File: config.mk
export PLATFORM = sky130hd
export DESIGN_NAME = cdec_breakage_monitor
export DESIGN_NICKNAME = d
export VERILOG_FILES = /design/src/rtl/ft_pkg.sv /design/src/rtl/cdec_bm_counter.sv /design/src/rtl/cdec_breakage_monitor.sv
export SDC_FILE = /design/constraint.sdc
export NUM_CORES = 1
export LEC_CHECK = 0
export ABC_CLOCK_PERIOD_IN_PS = 6190
export CORE_AREA = 2 2 78 62
export CTS_CLUSTER_SIZE = 16
export DETAILED_ROUTE_END_ITERATION = 10
export DIE_AREA = 0 0 80 64
export DONT_BUFFER_PORTS = 1
export PLACE_DENSITY = 0.84
export SYNTH_ARGS = -nofsm -noshare
export SYNTH_HDL_FRONTEND = slang
export SYNTH_SLANG_ARGS = --single-unit
File: constraint.sdc
create_clock -name clk -period 6.19 [get_ports clk]
set_input_delay 0.619 -clock clk [delete_from_list [all_inputs] [get_ports clk]]
set_output_delay 0.619 -clock clk [all_outputs]
set_load 0.05 [all_outputs]
File: src/rtl/ft_pkg.sv
// Fault-tolerance package: compressed-decoder breakage monitor constants,
// reconfiguration FSM state type and a lowest-set-index helper.
package ft_pkg;

    localparam int unsigned CDEC_INCREMENT          = 1;
    localparam int unsigned CDEC_DECREMENT          = 1;
    localparam int unsigned CDEC_BREAKING_THRESHOLD = 3;
    localparam int unsigned CDEC_COUNT_BIT          = 8;
    localparam int unsigned CDEC_INC_DEC_BIT        = 2;

    typedef enum logic [1:0] {BM_IDLE, BM_REQ, BM_GAP} cdec_bm_state_e;

    // Index of the lowest set bit; 0 when nothing is set.
    function automatic logic [2:0] lowest_set(input logic [7:0] v);
        logic [2:0] res;
        res = '0;
        for (int i = 7; i >= 0; i--) begin
            if (v[i]) res = i[2:0];
        end
        return res;
    endfunction

endpackage

File: src/rtl/cdec_bm_counter.sv
// One replica's saturating up/down mismatch counter with a sticky broken flag.
// The counter freezes once the replica is declared broken.
module cdec_bm_counter
    import ft_pkg::*;
#(
    parameter int unsigned INCREMENT          = CDEC_INCREMENT,
    parameter int unsigned DECREMENT          = CDEC_DECREMENT,
    parameter int unsigned BREAKING_THRESHOLD = CDEC_BREAKING_THRESHOLD,
    parameter int unsigned COUNT_BIT          = CDEC_COUNT_BIT
) (
    input  logic                 clk,
    input  logic                 rst,
    input  logic                 clear,
    input  logic                 valid,
    input  logic                 err,
    output logic [COUNT_BIT-1:0] cnt,
    output logic                 broken,
    output logic                 broken_next
);

    localparam logic [COUNT_BIT:0] INC_W = (COUNT_BIT+1)'(INCREMENT);
    localparam logic [COUNT_BIT:0] DEC_W = (COUNT_BIT+1)'(DECREMENT);
    localparam logic [COUNT_BIT:0] THR_W = (COUNT_BIT+1)'(BREAKING_THRESHOLD);
    localparam logic [COUNT_BIT:0] MAX_W = {1'b0, {COUNT_BIT{1'b1}}};

    logic [COUNT_BIT:0]   sum;
    logic [COUNT_BIT-1:0] cnt_next;

    // Next count: increment saturates at all-ones, decrement floors at zero.
    always_comb begin
        sum      = {1'b0, cnt} + INC_W;
        cnt_next = cnt;
        if (!broken && valid) begin
            if (err)
                cnt_next = (sum > MAX_W) ? MAX_W[COUNT_BIT-1:0] : sum[COUNT_BIT-1:0];
            else
                cnt_next = ({1'b0, cnt} >= DEC_W) ? (cnt - DEC_W[COUNT_BIT-1:0]) : '0;
        end
        broken_next = broken | ({1'b0, cnt_next} >= THR_W);
    end

    // Counter and sticky flag; clear behaves exactly like reset.
    always_ff @(posedge clk) begin
        if (rst || clear) begin
            cnt    <= '0;
            broken <= 1'b0;
        end else begin
            cnt    <= cnt_next;
            broken <= broken_next;
        end
    end

endmodule

File: src/rtl/cdec_breakage_monitor.sv
// Breakage monitor for the triplicated compressed decoder: per-replica
// mismatch scoring, fatal loss-of-masking flag, and one reconfiguration
// request per newly broken replica over a req/ack handshake.
module cdec_breakage_monitor
    import ft_pkg::*;
#(
    parameter int unsigned N_REPLICA          = 3,
    parameter int unsigned INCREMENT          = CDEC_INCREMENT,
    parameter int unsigned DECREMENT          = CDEC_DECREMENT,
    parameter int unsigned BREAKING_THRESHOLD = CDEC_BREAKING_THRESHOLD,
    parameter int unsigned COUNT_BIT          = CDEC_COUNT_BIT,
    parameter int unsigned INC_DEC_BIT        = CDEC_INC_DEC_BIT
) (
    input  logic                           clk,
    input  logic                           rst,
    input  logic                           valid_i,
    input  logic [N_REPLICA-1:0]           err_i,
    input  logic                           clear_i,
    output logic [N_REPLICA-1:0]           broken_o,
    output logic                           fatal_o,
    output logic [N_REPLICA*COUNT_BIT-1:0] cnt_o,
    output logic                           reconfig_req_o,
    output logic [2:0]                     reconfig_id_o,
    input  logic                           reconfig_ack_i
);

    if (N_REPLICA < 2 || N_REPLICA > 8) begin : g_chk_n
        $error("N_REPLICA must be in 2..8");
    end
    if (BREAKING_THRESHOLD < 1 || BREAKING_THRESHOLD > (2**COUNT_BIT) - 1) begin : g_chk_thr
        $error("BREAKING_THRESHOLD must be in 1..2^COUNT_BIT-1");
    end
    if (INCREMENT >= 2**INC_DEC_BIT || DECREMENT >= 2**INC_DEC_BIT) begin : g_chk_incdec
        $error("INCREMENT/DECREMENT must fit in INC_DEC_BIT bits");
    end

    logic [N_REPLICA-1:0][COUNT_BIT-1:0] cnt_arr;
    logic [N_REPLICA-1:0]                broken_next;
    logic [N_REPLICA-1:0]                reported;
    logic [N_REPLICA-1:0]                pending;
    logic [N_REPLICA-1:0]                id_mask;
    logic [7:0]                          pending8;
    logic [3:0]                          nb_cnt;
    cdec_bm_state_e                      state;

    for (genvar k = 0; k < N_REPLICA; k++) begin : g_rep
        cdec_bm_counter #(
            .INCREMENT          (INCREMENT),
            .DECREMENT          (DECREMENT),
            .BREAKING_THRESHOLD (BREAKING_THRESHOLD),
            .COUNT_BIT          (COUNT_BIT)
        ) u_cnt (
            .clk         (clk),
            .rst         (rst),
            .clear       (clear_i),
            .valid       (valid_i),
            .err         (err_i[k]),
            .cnt         (cnt_arr[k]),
            .broken      (broken_o[k]),
            .broken_next (broken_next[k])
        );
    end

    assign cnt_o   = cnt_arr;
    assign pending = broken_o & ~reported;

    // Popcount of next broken flags, pending widened for the index helper,
    // and a one-hot of the replica currently being reported.
    always_comb begin
        nb_cnt   = '0;
        pending8 = '0;
        id_mask  = '0;
        for (int k = 0; k < N_REPLICA; k++) begin
            nb_cnt      = nb_cnt + 4'(broken_next[k]);
            pending8[k] = pending[k];
            id_mask[k]  = (reconfig_id_o == 3'(k));
        end
    end

    // Fatal flag: two or more replicas broken, registered alongside broken_o.
    always_ff @(posedge clk) begin
        if (rst || clear_i) fatal_o <= 1'b0;
        else                fatal_o <= fatal_o | (nb_cnt >= 4'd2);
    end

    // Reconfiguration handshake. GAP re-arbitrates directly so consecutive
    // requests are separated by exactly one req-low cycle.
    always_ff @(posedge clk) begin
        if (rst || clear_i) begin
            state          <= BM_IDLE;
            reconfig_req_o <= 1'b0;
            reconfig_id_o  <= '0;
            reported       <= '0;
        end else begin
            case (state)
                BM_IDLE, BM_GAP: begin
                    if (pending != '0) begin
                        state          <= BM_REQ;
                        reconfig_req_o <= 1'b1;
                        reconfig_id_o  <= lowest_set(pending8);
                    end else begin
                        state          <= BM_IDLE;
                        reconfig_req_o <= 1'b0;
                    end
                end
                BM_REQ: begin
                    if (reconfig_ack_i) begin
                        state          <= BM_GAP;
                        reconfig_req_o <= 1'b0;
                        reported       <= reported | id_mask;
                    end
                end
                default: begin
                    state          <= BM_IDLE;
                    reconfig_req_o <= 1'b0;
                end
            endcase
        end
    end

endmodule

==> results of run 1 <==
==> cell families after synthesis <==
kind of cell    count (synthesis)  synth area share [%]
simple gates                  167                  31.7
flops                          36                  24.8
buf+inv                        52                  7.75
compound gates                129                  29.2
other cells                     1                 0.129
xor+xnor                        3                 0.904
fa+ha+maj                      12                  5.17
mux                             1                 0.344
==> power by group through the flow <==
stage	registers (µW)	logic, µW	clock network [µW]
after floorplan	285	154	0
after global placement	308	152	0
after detailed placement	308	156	0
after CTS	303	158	210
after global routing	306	180	220
final	304	162	211
==> per-layer routing <==
metal / track usage [%] / part of all wire (%)
met1: 42.3 / 44
met2: 44.7 / 44
met3: 7.49 / 11
met4: 7.63 / 1.3
met5: 0 / 0
==> cells in the final DEF (no fill, tap or decap), types with 5 or more instances in the layout <==
master / count
a21oi_1: 29
a22o_1: 6
a31oi_1: 13
and2_1: 9
and3_1: 8
clkbuf_8: 5
dfxtp_1: 36
ha_1: 12
inv_1: 16
nand2_1: 31
nand2b_1: 9
nand3_1: 13
nand4_1: 8
nor2_1: 40
nor2b_1: 5
nor3_1: 7
nor4_1: 8
o21a_1: 5
o21ai_0: 33
==> sequential cells by signal, indices dropped and copies added, names as in the netlist <==
name / flops
g_rep.u_cnt.cnt: 24
g_rep.u_cnt.broken: 3
reported: 3
reconfig_id_o: 2
state: 2
fatal_o: 1
reconfig_req_o: 1
==> worst min path at each step <==
stage | start | endpoint | depth (start not counted)
after global routing | reported[2] | reported[2] | 1
after detailed placement | reported[1] | reported[1] | 1
after floorplan | reported[0] | reported[0] | 1
after CTS | reported[1] | reported[1] | 1
final | reported[2] | reported[2] | 1
after global placement | reported[0] | reported[0] | 1
==> Yosys cell counts, types with 4 or more instances <==
cell,instances,area (µm²)
clkbuf_1,25,93.8
a21oi_1,29,145
nor2_1,40,150
nand2b_1,9,56.3
nand3_1,13,65.1
buf_2,6,30.0
inv_1,16,60.1
or3_1,4,25.0
ha_1,12,150
o21ai_0,33,165
a211oi_1,4,30.0
o31ai_1,4,30.0
a22o_1,6,52.6
o21a_1,5,37.5
nor4_1,8,50.1
nor3_1,7,35.0
nand2_1,31,116
and2_1,9,56.3
buf_4,4,30.0
dfxtp_1,36,721
a31oi_1,13,81.3
and3_1,8,50.1
nor2b_1,5,31.3
nand4_1,8,50.1
==> worst reg2reg max path, cell delays in order, from the launching register on <==
cell	delay, ps
dfxtp_1	830
inv_1	150
ha_1	250
or4_4	440
a31oi_1	180
o221ai_1	120
o21ai_0	310
nand4_1	190
or4_1	550
ha_1	310
o31ai_1	300
a31oi_1	80
==> final cells by class <==
cell class / instances / area [µm²] / area share [%]
Clock inverter: 3 / 42.5 / 1.45
Inverter: 16 / 60.1 / 2.05
Sequential cell: 36 / 721 / 24.6
Multi-Input combinational cell: 313 / 1960 / 67.1
Clock buffer: 5 / 68.8 / 2.35
Tap cell: 57 / 71.3 / 2.44
==> through the flow <==
stage	instance area (µm²)	util (%)	hold WS (ps)	setup WS, ps	cells
after floorplan	2910	-	440	2720	401
after global routing	2920	67.9	491	2140	430
after detailed placement	2810	65.3	463	2430	422
after global placement	2810	65.3	452	2640	422
after CTS	2920	67.9	483	2380	430
final	2920	67.9	478	2350	430
==> results by group, run 1 <==
Synthesis
  – YS warnings: 0
  – Synth cell types: 66
  – Fraction of registers with async set/reset: 0%
  – Post-synth top flop: dfxtp_1
  – Register area share after synthesis: between 20% and 30%
  – EDFF count, synth: 0
  – Syn_nets: 421
  – Synthesized area per cell: approximately 7.2 µm²
  – Seq cells post-synth: 36
  – Mapped Cells: about 400
  – Post-Syn Area: between 0.002 and 0.003 mm²

Power and ir drop
  – Final Total Pwr: roughly 680 µW
  – Power per cell area: between 200 and 250 mW/mm²
  – Internal Power: between 400 and 500 µW
  – Flop pwr share: approximately 45%
  – Clock power share: 31.2%
  – Sw Ratio: a little over a third
  – Peak supply drop: 197 µV
  – Leakage dissipation: 0.00103 µW
  – Logic pwr share: between 20% and 30%
  – Sw Pwr: about 250 µW

Floorplanning
  – Die width: ~80 µm
  – Starting density of the core: ~67%
  – Height of the chip: approximately 64 µm
  – Rows: 21
  – I/O pin cnt: 40
  – Core Area: approximately 0.0043 mm²
  – Die area: 0.00512 mm²

Worst setup path
  – Worst setup startpoint: g_rep[0].u_cnt.cnt[1]
  – Crit path max-delay family: simple AND/OR/NAND/NOR gates
  – CP Cell Sequence: inv_1 -> ha_1 -> or4_4 -> a31oi_1 -> o221ai_1 -> o21ai_0 -> nand4_1 -> or4_1 -> ha_1 -> o31ai_1 -> a31oi_1
  – CP max stage delay: about 830 ps
  – Buffers & Inverters on Critical Path: 1
  – Last element of the critical path: fatal_o
  – Crit path required time: 6340 ps
  – CP Data Arrival Time: roughly 4000 ps
  – Worst reg2reg path startpoint: g_rep[0].u_cnt.cnt[1]
  – Worst R2R Path Depth: 11
  – Cell count along the critical path: 11
  – Critical Path Fanout Max: 11
  – CP Launch Type: register
  – Reg2Reg Setup Slack: 2350 ps
  – Worst Path Class, Setup: register to register
  – Crit. End Element: register
  – Reg2reg end: fatal_o
  – CP max-delay cell: dfxtp_1

Global route
  – Largest net degree at the start of global routing: 22
  – Vias in the first global route: 2571
  – Tot GR Track Use: 29.7%
  – Initial antenna violation count: 0
  – Total congestion overflow: 0
  – First-pass GRT wire length: 12300 µm

Layout
  – Share of layout cells above drive strength 1: under 10%
  – Net count, final: between 300 and 400
  – Number of diodes: 0
  – # fillers: between 300 and 400
  – Area growth, synth to finish: 0.603%

Place
  – Placer Congestion: between 1 and 1.5
  – Dpl hpwl: 5300 µm
  – Port buffer count: 0

Routing
  – Initial DRC count: roughly 270
  – Post-DRT Antenna Nets: 0
  – Drt pass-1 iters: 5
  – Total routed wirelength: about 7500 µm
  – # DRC: 0
  – Vias per cell: approximately 7.0
  – Wire per inst: 17.5 µm
  – Vias after detailed routing: 3002

STA
  – Final setup violation count: 0
  – Clock skew: 18.5 ps
  – Period Utilization, post-route: 62.0%
  – RSZ-0062 raised after global routing: no
  – Slew Limit Headroom: between 30% and 40%
  – Fin crit period: 3840 ps
  – Worst-Margin Slew: between 1000 and 1500 ps
  – Final TNS setup: 0 ps
  – Final hold violation count: 0
  – Max Slew Vio Count: 0
  – Highest clock rate: 0.260 GHz

Clock network
  – Num CTS Buffers: 5
  – Hold_buf cts: 0
  – Clk pin slew, worst setup/hold paths: about 80 ps
  – Setup repair bufs after CTS: 0
  – CTS H-tree depth: 2
  – Resized Gates After CTS: 0
  – CTS tree: yes
  – Clock Tree Root: clkbuf_8
  – Skew-Pair Late Insertion Delay: about 300 ps
  – Clk sinks: 36
  – Clock Path Buffers: 2

Flow run
  – # Max-Cap Violations: 0

Status
  – Status: completed

Hold path
  – Min-Delay Path Class: register to register
(Power assumes the default switching activity.)
==> run 2: changes to the inputs <==
ABC_CLOCK_PERIOD_IN_PS = 3700   (was 6190)
CORE_AREA = 2 2 81 64   (was 2 2 78 62)
DIE_AREA = 0 0 83 66   (was 0 0 80 64)
PLACE_DENSITY = 0.79   (was 0.84)
clock period = 3.7 ns   (was 6.19 ns; I/O delays follow)
==> run 2 against run 1 <==
Routed wire length is essentially flat. Design area is 3.6% higher. Register-to-register slack got worse by 2000 ps. Clock skew down 11 ps. Non-clock buffer count up 16. Via count up 1.1%. Final cell count increased by 4.4%. Worst hold slack got worse by 200 ps. Sequential share of layout area fell by 0.87 points. First-iteration DRC count fell by 0.74%. Largest power group unchanged. Highest routed layer unchanged.
==> results by group, run 2 (synthesized netlist as in run 1, its figures left out) <==
Power and ir drop
  – Power per cell area: 357 mW/mm² (+54%)
  – Logic pwr share: 29.3% (+5.4 points)
  – Final Total Pwr: 1080 µW (+60%)
  – Clock power share: 26.8% (-4.4 points)
  – Sw Pwr: 399 µW (+62%)
  – Leakage dissipation: 0.00111 µW (+7.3%)
  – Internal Power: 681 µW (+59%)
  – Sw Ratio: 36.9% (+0.48 points)
  – Peak supply drop: 257 µV (+30%)
  – Flop pwr share: 43.9% (-1.0 points)

Routing
  – Initial DRC count: 270 (-0.74%)
  – Total routed wirelength: 7550 µm (about the same)
  – Vias per cell: 6.76 (-3.2%)
  – Drt pass-1 iters: 6 (+1)
  – Post-DRT Antenna Nets: 0 (unchanged)
  – # DRC: 0 (unchanged)
  – Wire per inst: 16.8 µm (-4.2%)
  – Vias after detailed routing: 3034 (+1.1%)

Clock network
  – Hold_buf cts: 0 (unchanged)
  – Clk sinks: 36 (unchanged)
  – Num CTS Buffers: 5 (unchanged)
  – Resized Gates After CTS: 0 (unchanged)
  – CTS H-tree depth: 2 (unchanged)
  – Setup repair bufs after CTS: 0 (unchanged)
  – Skew-Pair Late Insertion Delay: 290 ps (about the same)
  – Clock Tree Root: clkbuf_8
  – Clock Path Buffers: 2 (unchanged)
  – CTS tree: yes
  – Clk pin slew, worst setup/hold paths: 70 ps (about the same)

STA
  – Fin crit period: 3320 ps (-517 ps)
  – RSZ-0062 raised after global routing: no
  – Hold_ws: 279 ps (-199 ps)
  – Clock skew: 7.75 ps (-10.8 ps)
  – Worst-Margin Slew: 1020 ps (-20.4 ps)
  – Period Utilization, post-route: 89.8% (+28 points)
  – Slew Limit Headroom: 32.2% (+1.4 points)
  – Highest clock rate: 0.301 GHz (+16%)
  – Max Slew Vio Count: 0 (unchanged)
  – Final setup violation count: 0 (unchanged)
  – Final TNS setup: 0 ps (unchanged)
  – Final hold violation count: 0 (unchanged)

Global route
  – Vias in the first global route: 2702 (+5.1%)
  – Initial antenna violation count: 0 (unchanged)
  – Total congestion overflow: 0 (unchanged)
  – First-pass GRT wire length: 13100 µm (+6.2%)
  – Largest net degree at the start of global routing: 22 (unchanged)
  – Tot GR Track Use: 28.8% (-0.97 points)

Layout
  – Multi-input gate area: 0.00196 mm² (unchanged)
  – Final instance area: 0.00303 mm² (+3.6%)
  – Top flop regs: g_rep.u_cnt.cnt: 24 flops, g_rep.u_cnt.broken: 3 flops, reported: 3 flops
  – Max reg flops: 24 (unchanged)
  – Most common cell after layout, fill and taps aside: nor2_1
  – Number of diodes: 0 (unchanged)
  – # fillers: 412 (+11%)
  – Largest reg by FF count: g_rep.u_cnt.cnt
  – Sequential Area: 721 µm² (unchanged)
  – Share of layout cells above drive strength 1: 9.00% (+3.6 points)
  – Net count, final: 408 (+4.1%)
  – Area growth, synth to finish: 4.26%
  – Final cell count without fillers: 449 (+4.4%)
  – Most frequent cells in the layout: nor2_1 (40), dfxtp_1 (36), o21ai_0 (33), nand2_1 (31), a21oi_1 (29)

Worst setup path
  – CP max stage delay: 530 ps (-300 ps)
  – CP max-delay cell: dfxtp_1
  – Crit path required time: 3860 ps (-2480 ps)
  – CP Cell Sequence: inv_1 -> ha_1 -> or4_4 -> a31oi_1 -> o221ai_1 -> o21ai_0 -> nand4_1 -> or4_1 -> ha_1 -> o31ai_1 -> a31oi_1
  – Worst Path Class, Setup: register to register
  – Critical Path Fanout Max: 11 (unchanged)
  – Crit. End Element: register
  – CP Launch Type: register
  – CP Data Arrival Time: 3480 ps (-520 ps)
  – Reg2Reg Setup Slack: 380 ps (-1970 ps)

Flow run
  – # Max-Cap Violations: 0 (unchanged)

Status
  – Status: completed

Floorplanning
  – Die width: 83 µm (+3.8%)
  – I/O pin cnt: 40 (unchanged)
  – Core Area: 0.00471 mm² (+9.2%)
  – Starting density of the core: 61.7% (-5.7 points)
  – Height of the chip: 66 µm (+3.1%)
  – Die area: 0.00548 mm² (+7.0%)
  – Rows: 22 (+4.8%)

Place
  – DP Cell Count: 441 (+4.5%)
  – Port buffer count: 0 (unchanged)
  – Dpl hpwl: 5600 µm (+5.6%)
  – Placed Area: 0.00294 mm² (+4.4%)
  – Placer Congestion: 0.903 (-13%)

Hold path
  – Min-Delay Path Class: input pin to register
[run 2: worst max-delay path, delay by kind of cell, from the launching register on]
kind / cells / cell delay (ps)
flip-flops: 1 / 530
AND/OR/NAND/NOR: 3 / 1120
buffers and inverters: 1 / 110
AO/OA/AOI/OAI: 5 / 880
adder cells (fa/ha/maj): 2 / 550
[run 2: cell type report]
class,instances,share of cell area [%]
Clock buffer,7,2.85
Sequential cell,36,23.8
Tap cell,60,2.48
Inverter,16,1.98
Multi-Input combinational cell,313,64.7
Timing Repair Buffer,16,3.96
Clock inverter,1,0.248
[run 2: path summary, 6_finish.rpt]
path,from,to,depth (start not counted)
worst max-delay path,g_rep[0].u_cnt.cnt[1],fatal_o,11
worst min-delay path,reconfig_ack_i,state[1],2
worst max register to register,g_rep[0].u_cnt.cnt[1],fatal_o,11
worst min register to register,reported[1],reported[1],1
[run 2: stage by stage]
step           worst slack [ps]  util (%)
2_1_floorplan               230         -
3_3_place_gp                520      62.4
3_5_place_dp                383      62.4
4_1_cts                     387      64.4
5_1_grt                    65.7      64.4
6_report                    376      64.4
[run 2: metal layers]
layer,vias up,share of wire [%],track usage [%]
li1,1452,-,-
met5,-,0,0
met1,1372,46,42.1
met4,0,1.0,7.79
met2,199,43,41.5
met3,11,9.9,7.37
[run 2: power by group through the flow]
| stage | clock (µW) | sequential [µW] | combinational [µW] |
|---|---|---|---|
| floorplan | 0 | 477 | 257 |
| global placement | 0 | 482 | 301 |
| detailed placement | 0 | 483 | 308 |
| CTS | 292 | 474 | 310 |
| global route | 311 | 478 | 354 |
| finish | 290 | 475 | 316 |
==> run 3: changes to the inputs <==
CORE_AREA = 2 2 82 64   (was 2 2 81 64)
DIE_AREA = 0 0 84 66   (was 0 0 83 66)
PLACE_DENSITY = 0.81   (was 0.79)
SYNTH_HIERARCHICAL = 1   (was unset)
==> run 3 against run 2 <==
Final cell count fell by 2.7%. Sequential share of layout area fell by 1.0 points. Power fell by 4.2%. Critical endpoint unchanged. Largest power group unchanged.
==> results by group, run 3 <==
Synthesis
  – Post-Syn Area: 0.00301 mm² (+3.6%)
  – Adder-cell area share of the yosys netlist: 5.40% (+0.24 points)
  – Syn_nets: 408 (-3.1%)
  – Seq cells post-synth: 35 (-2.8%)
  – Main combinational cell family by area after synthesis: simple AND/OR/NAND/NOR gates
  – Post-synth top flop: dfxtp_1
  – YS warnings: 6 (+6)
  – Commonest cells in the netlist: dfxtp_1 (35), nand2_1 (33), nor2_1 (31)
  – Post-synthesis mux area share: 0.998% (+0.65 points)
  – Compound-Gate Fraction of Synth Area: 25.6% (-3.6 points)
  – Synth cell types: 55 (-17%)
  – Post-synthesis xor/xnor area fraction: 0.873% (-0.031 points)
  – Simple logic cell fraction of the synthesized area: 36.7% (+5.0 points)
  – Yosys top cell by area: dfxtp_1
  – Mapped Cells: 387 (-3.5%)
  – Share of the synthesized area in the top cell type: 23.3% (-1.5 points)
  – EDFF count, synth: 0 (unchanged)
  – Synthesized area per cell: 7.78 µm² (+7.3%)
  – Most numerous cell in the Yosys netlist: dfxtp_1
  – Fraction of registers with async set/reset: 0% (unchanged)
  – Dominant cells by area after synthesis: dfxtp_1 (23%), ha_1 (5.4%), nand2_1 (4.1%)
  – Register area share after synthesis: 23.3% (-1.5 points)

Layout
  – Max reg flops: 24 (unchanged)
  – Final instance area: 0.00308 mm² (+1.5%)
  – Area growth, synth to finish: 2.16%
  – Most common cell after layout, fill and taps aside: dfxtp_1
  – Largest reg by FF count: g_rep.u_cnt/cnt
  – Net count, final: 398 (-2.5%)
  – Share of layout cells above drive strength 1: 15.9% (+6.9 points)
  – # fillers: 414 (+0.49%)
  – Post-layout util: 64.6% (+0.20 points)
  – Most frequent cells in the layout: dfxtp_1 (35), nand2_1 (33), nor2_1 (31), o21ai_0 (22), nor3_1 (19)
  – Top flop regs: g_rep.u_cnt/cnt: 24 flops, g_rep.u_cnt/broken: 3 flops, reported: 3 flops
  – Number of diodes: 0 (unchanged)

STA
  – Slew Limit Headroom: 39.6% (+7.4 points)
  – Final setup violation count: 0 (unchanged)
  – Period Utilization, post-route: 84.5% (-5.3 points)
  – Final TNS setup: 0 ps (unchanged)
  – Worst-Margin Slew: 905 ps (-111 ps)
  – Clock skew: 7.85 ps (+0.0999 ps)
  – Highest clock rate: 0.320 GHz (+6.3%)
  – Max Slew Vio Count: 0 (unchanged)
  – Final hold violation count: 0 (unchanged)
  – Hold_ws: 148 ps (-131 ps)
  – Fin crit period: 3130 ps (-196 ps)
  – RSZ-0062 raised after global routing: no

Clock network
  – Hold_buf cts: 0 (unchanged)
  – Clock Tree Root: clkbuf_8
  – CTS H-tree depth: 2 (unchanged)
  – Clk pin slew, worst setup/hold paths: 70 ps (about the same)
  – Skew-Pair Late Insertion Delay: 290 ps (about the same)
  – Resized Gates After CTS: 0 (unchanged)
  – CTS tree: yes
  – Num CTS Buffers: 5 (unchanged)
  – Setup repair bufs after CTS: 0 (unchanged)
  – Clock Path Buffers: 2 (unchanged)
  – Clk sinks: 35 (-2.8%)

Worst setup path
  – Reg2Reg Setup Slack: 570 ps (+200 ps)
  – Worst setup startpoint: g_rep[0].u_cnt/cnt[0]
  – CP Launch Type: register
  – Worst R2R Path Depth: 11 (unchanged)
  – Crit path required time: 3880 ps (+20 ps)
  – Worst reg2reg path startpoint: g_rep[0].u_cnt/cnt[0]
  – Reg2reg end: fatal_o
  – Worst Path Class, Setup: register to register
  – Critical Path Fanout Max: 8 (-3)
  – CP Data Arrival Time: 3310 ps (-170 ps)
  – Crit. End Element: register
  – Last element of the critical path: fatal_o

Global route
  – Tot GR Track Use: 27.7% (-1.0 points)
  – Largest net degree at the start of global routing: 19 (-14%)
  – First-pass GRT wire length: 12500 µm (-4.5%)
  – Initial antenna violation count: 0 (unchanged)
  – Total congestion overflow: 0 (unchanged)
  – Vias in the first global route: 2651 (-1.9%)

Place
  – Dpl hpwl: 5550 µm (-0.95%)
  – Placer Congestion: 0.993 (+9.9%)
  – Port buffer count: 0 (unchanged)
  – Placed Area: 0.00299 mm² (+1.7%)

Power and ir drop
  – Internal Power: 660 µW (-3.1%)
  – Logic pwr share: 28.7% (-0.6 points)
  – Peak supply drop: 406 µV (+58%)
  – Flop pwr share: 44.3% (+0.4 points)
  – Power per cell area: 336 mW/mm² (-5.6%)
  – Leakage dissipation: 0.00121 µW (+9.3%)
  – Clock power share: 27.0% (+0.2 points)
  – Final Total Pwr: 1030 µW (-4.2%)
  – Sw Pwr: 375 µW (-6.2%)
  – Sw Ratio: 36.2% (-0.74 points)

Floorplanning
  – Height of the chip: 66 µm (unchanged)
  – I/O pin cnt: 40 (unchanged)
  – Die area: 0.00554 mm² (+1.2%)
  – Rows: 22 (unchanged)
  – Starting density of the core: 63.2% (+1.5 points)
  – Die width: 84 µm (+1.2%)
  – Core Area: 0.00476 mm² (+1.2%)

Routing
  – Initial DRC count: 354 (+31%)
  – Post-DRT Antenna Nets: 0 (unchanged)
  – Total routed wirelength: 7740 µm (+2.6%)
  – Vias after detailed routing: 3007 (-0.89%)
  – Wire per inst: 17.7 µm (+5.4%)
  – Vias per cell: 6.88 (+1.8%)
  – # DRC: 0 (unchanged)
  – Drt pass-1 iters: 5 (-1)

Hold path
  – Min-Delay Path Class: input pin to register

Status
  – Status: completed

Flow run
  – # Max-Cap Violations: 0 (unchanged)
## run 3: cell count changes after synthesis, moves of 5 or more
cell,delta
nor2_1,-9
nand3b_1,+5
clkbuf_1,-13
and3_1,+7
a31oi_1,-7
o21ai_0,-11
nor3_1,+12
and2_1,-6
inv_1,-8
a21oi_1,-13
a211oi_1,+6
buf_6,+8
a22o_1,-6
nor3b_1,+6
## run 3: worst min-delay path by stage
stage	depth (start not counted)	end	start	slack [ps]
4_1_cts	1	fatal_o	rst	140
3_5_place_dp	1	reported[1]	reported[1]	450
2_1_floorplan	1	reported[0]	reported[0]	440
6_report	1	fatal_o	rst	150
5_1_grt	1	fatal_o	rst	140
3_3_place_gp	1	reported[1]	reported[1]	450
## run 3: critical path, stage by stage (launching register included)
cell and delay [ps]:
dfxtp_1 380, inv_1 140, ha_1 250, or4b_4 520
o21bai_1 380, o2bb2ai_1 110, o21ai_0 290, nand3_1 140
or2_1 230, ha_1 290, a211oi_1 210, nor3_1 70
## run 3: per-layer routing
metal  GRT usage, %  up-vias  routed length [µm]
li1               -     1428                   -
met1           38.5     1370                3560
met2           40.2      188                3260
met3           8.49       21                 794
met4           10.7        0                 127
met5              0        -                   0
## run 3: cell type report
class	count	area, µm²	area share [%]
sequential	35	701	22.8
tap	60	75.1	2.44
clock inverter	1	5.00	0.163
multi-input combinational	316	2100	68.3
timing repair buffer	11	82.6	2.69
clock buffer	6	82.6	2.69
inverter	8	30.0	0.976
## run 3: power groups by stage
stage / clock network [µW] / logic [µW] / registers (µW)
floorplan: 0 / 233 / 472
global placement: 0 / 280 / 466
detailed placement: 0 / 286 / 467
CTS: 286 / 289 / 458
global route: 300 / 325 / 462
finish: 279 / 297 / 459
## run 3: cells by family after synthesis
group | Yosys count
multiplexers | 3
AND/OR/NAND/NOR | 191
buffers and inverters | 36
adder cells (fa/ha/maj) | 13
AO/OA/AOI/OAI | 105
flip-flops | 35
XOR/XNOR | 3
other | 1
## run 3: stage by stage
| stage | cells | setup WS [ps] |
|---|---|---|
| final | 437 | 573 |
| after global placement | 430 | 717 |
| after floorplan | 387 | 529 |
| after global routing | 437 | 366 |
| after CTS | 437 | 659 |
| after detailed placement | 430 | 714 |
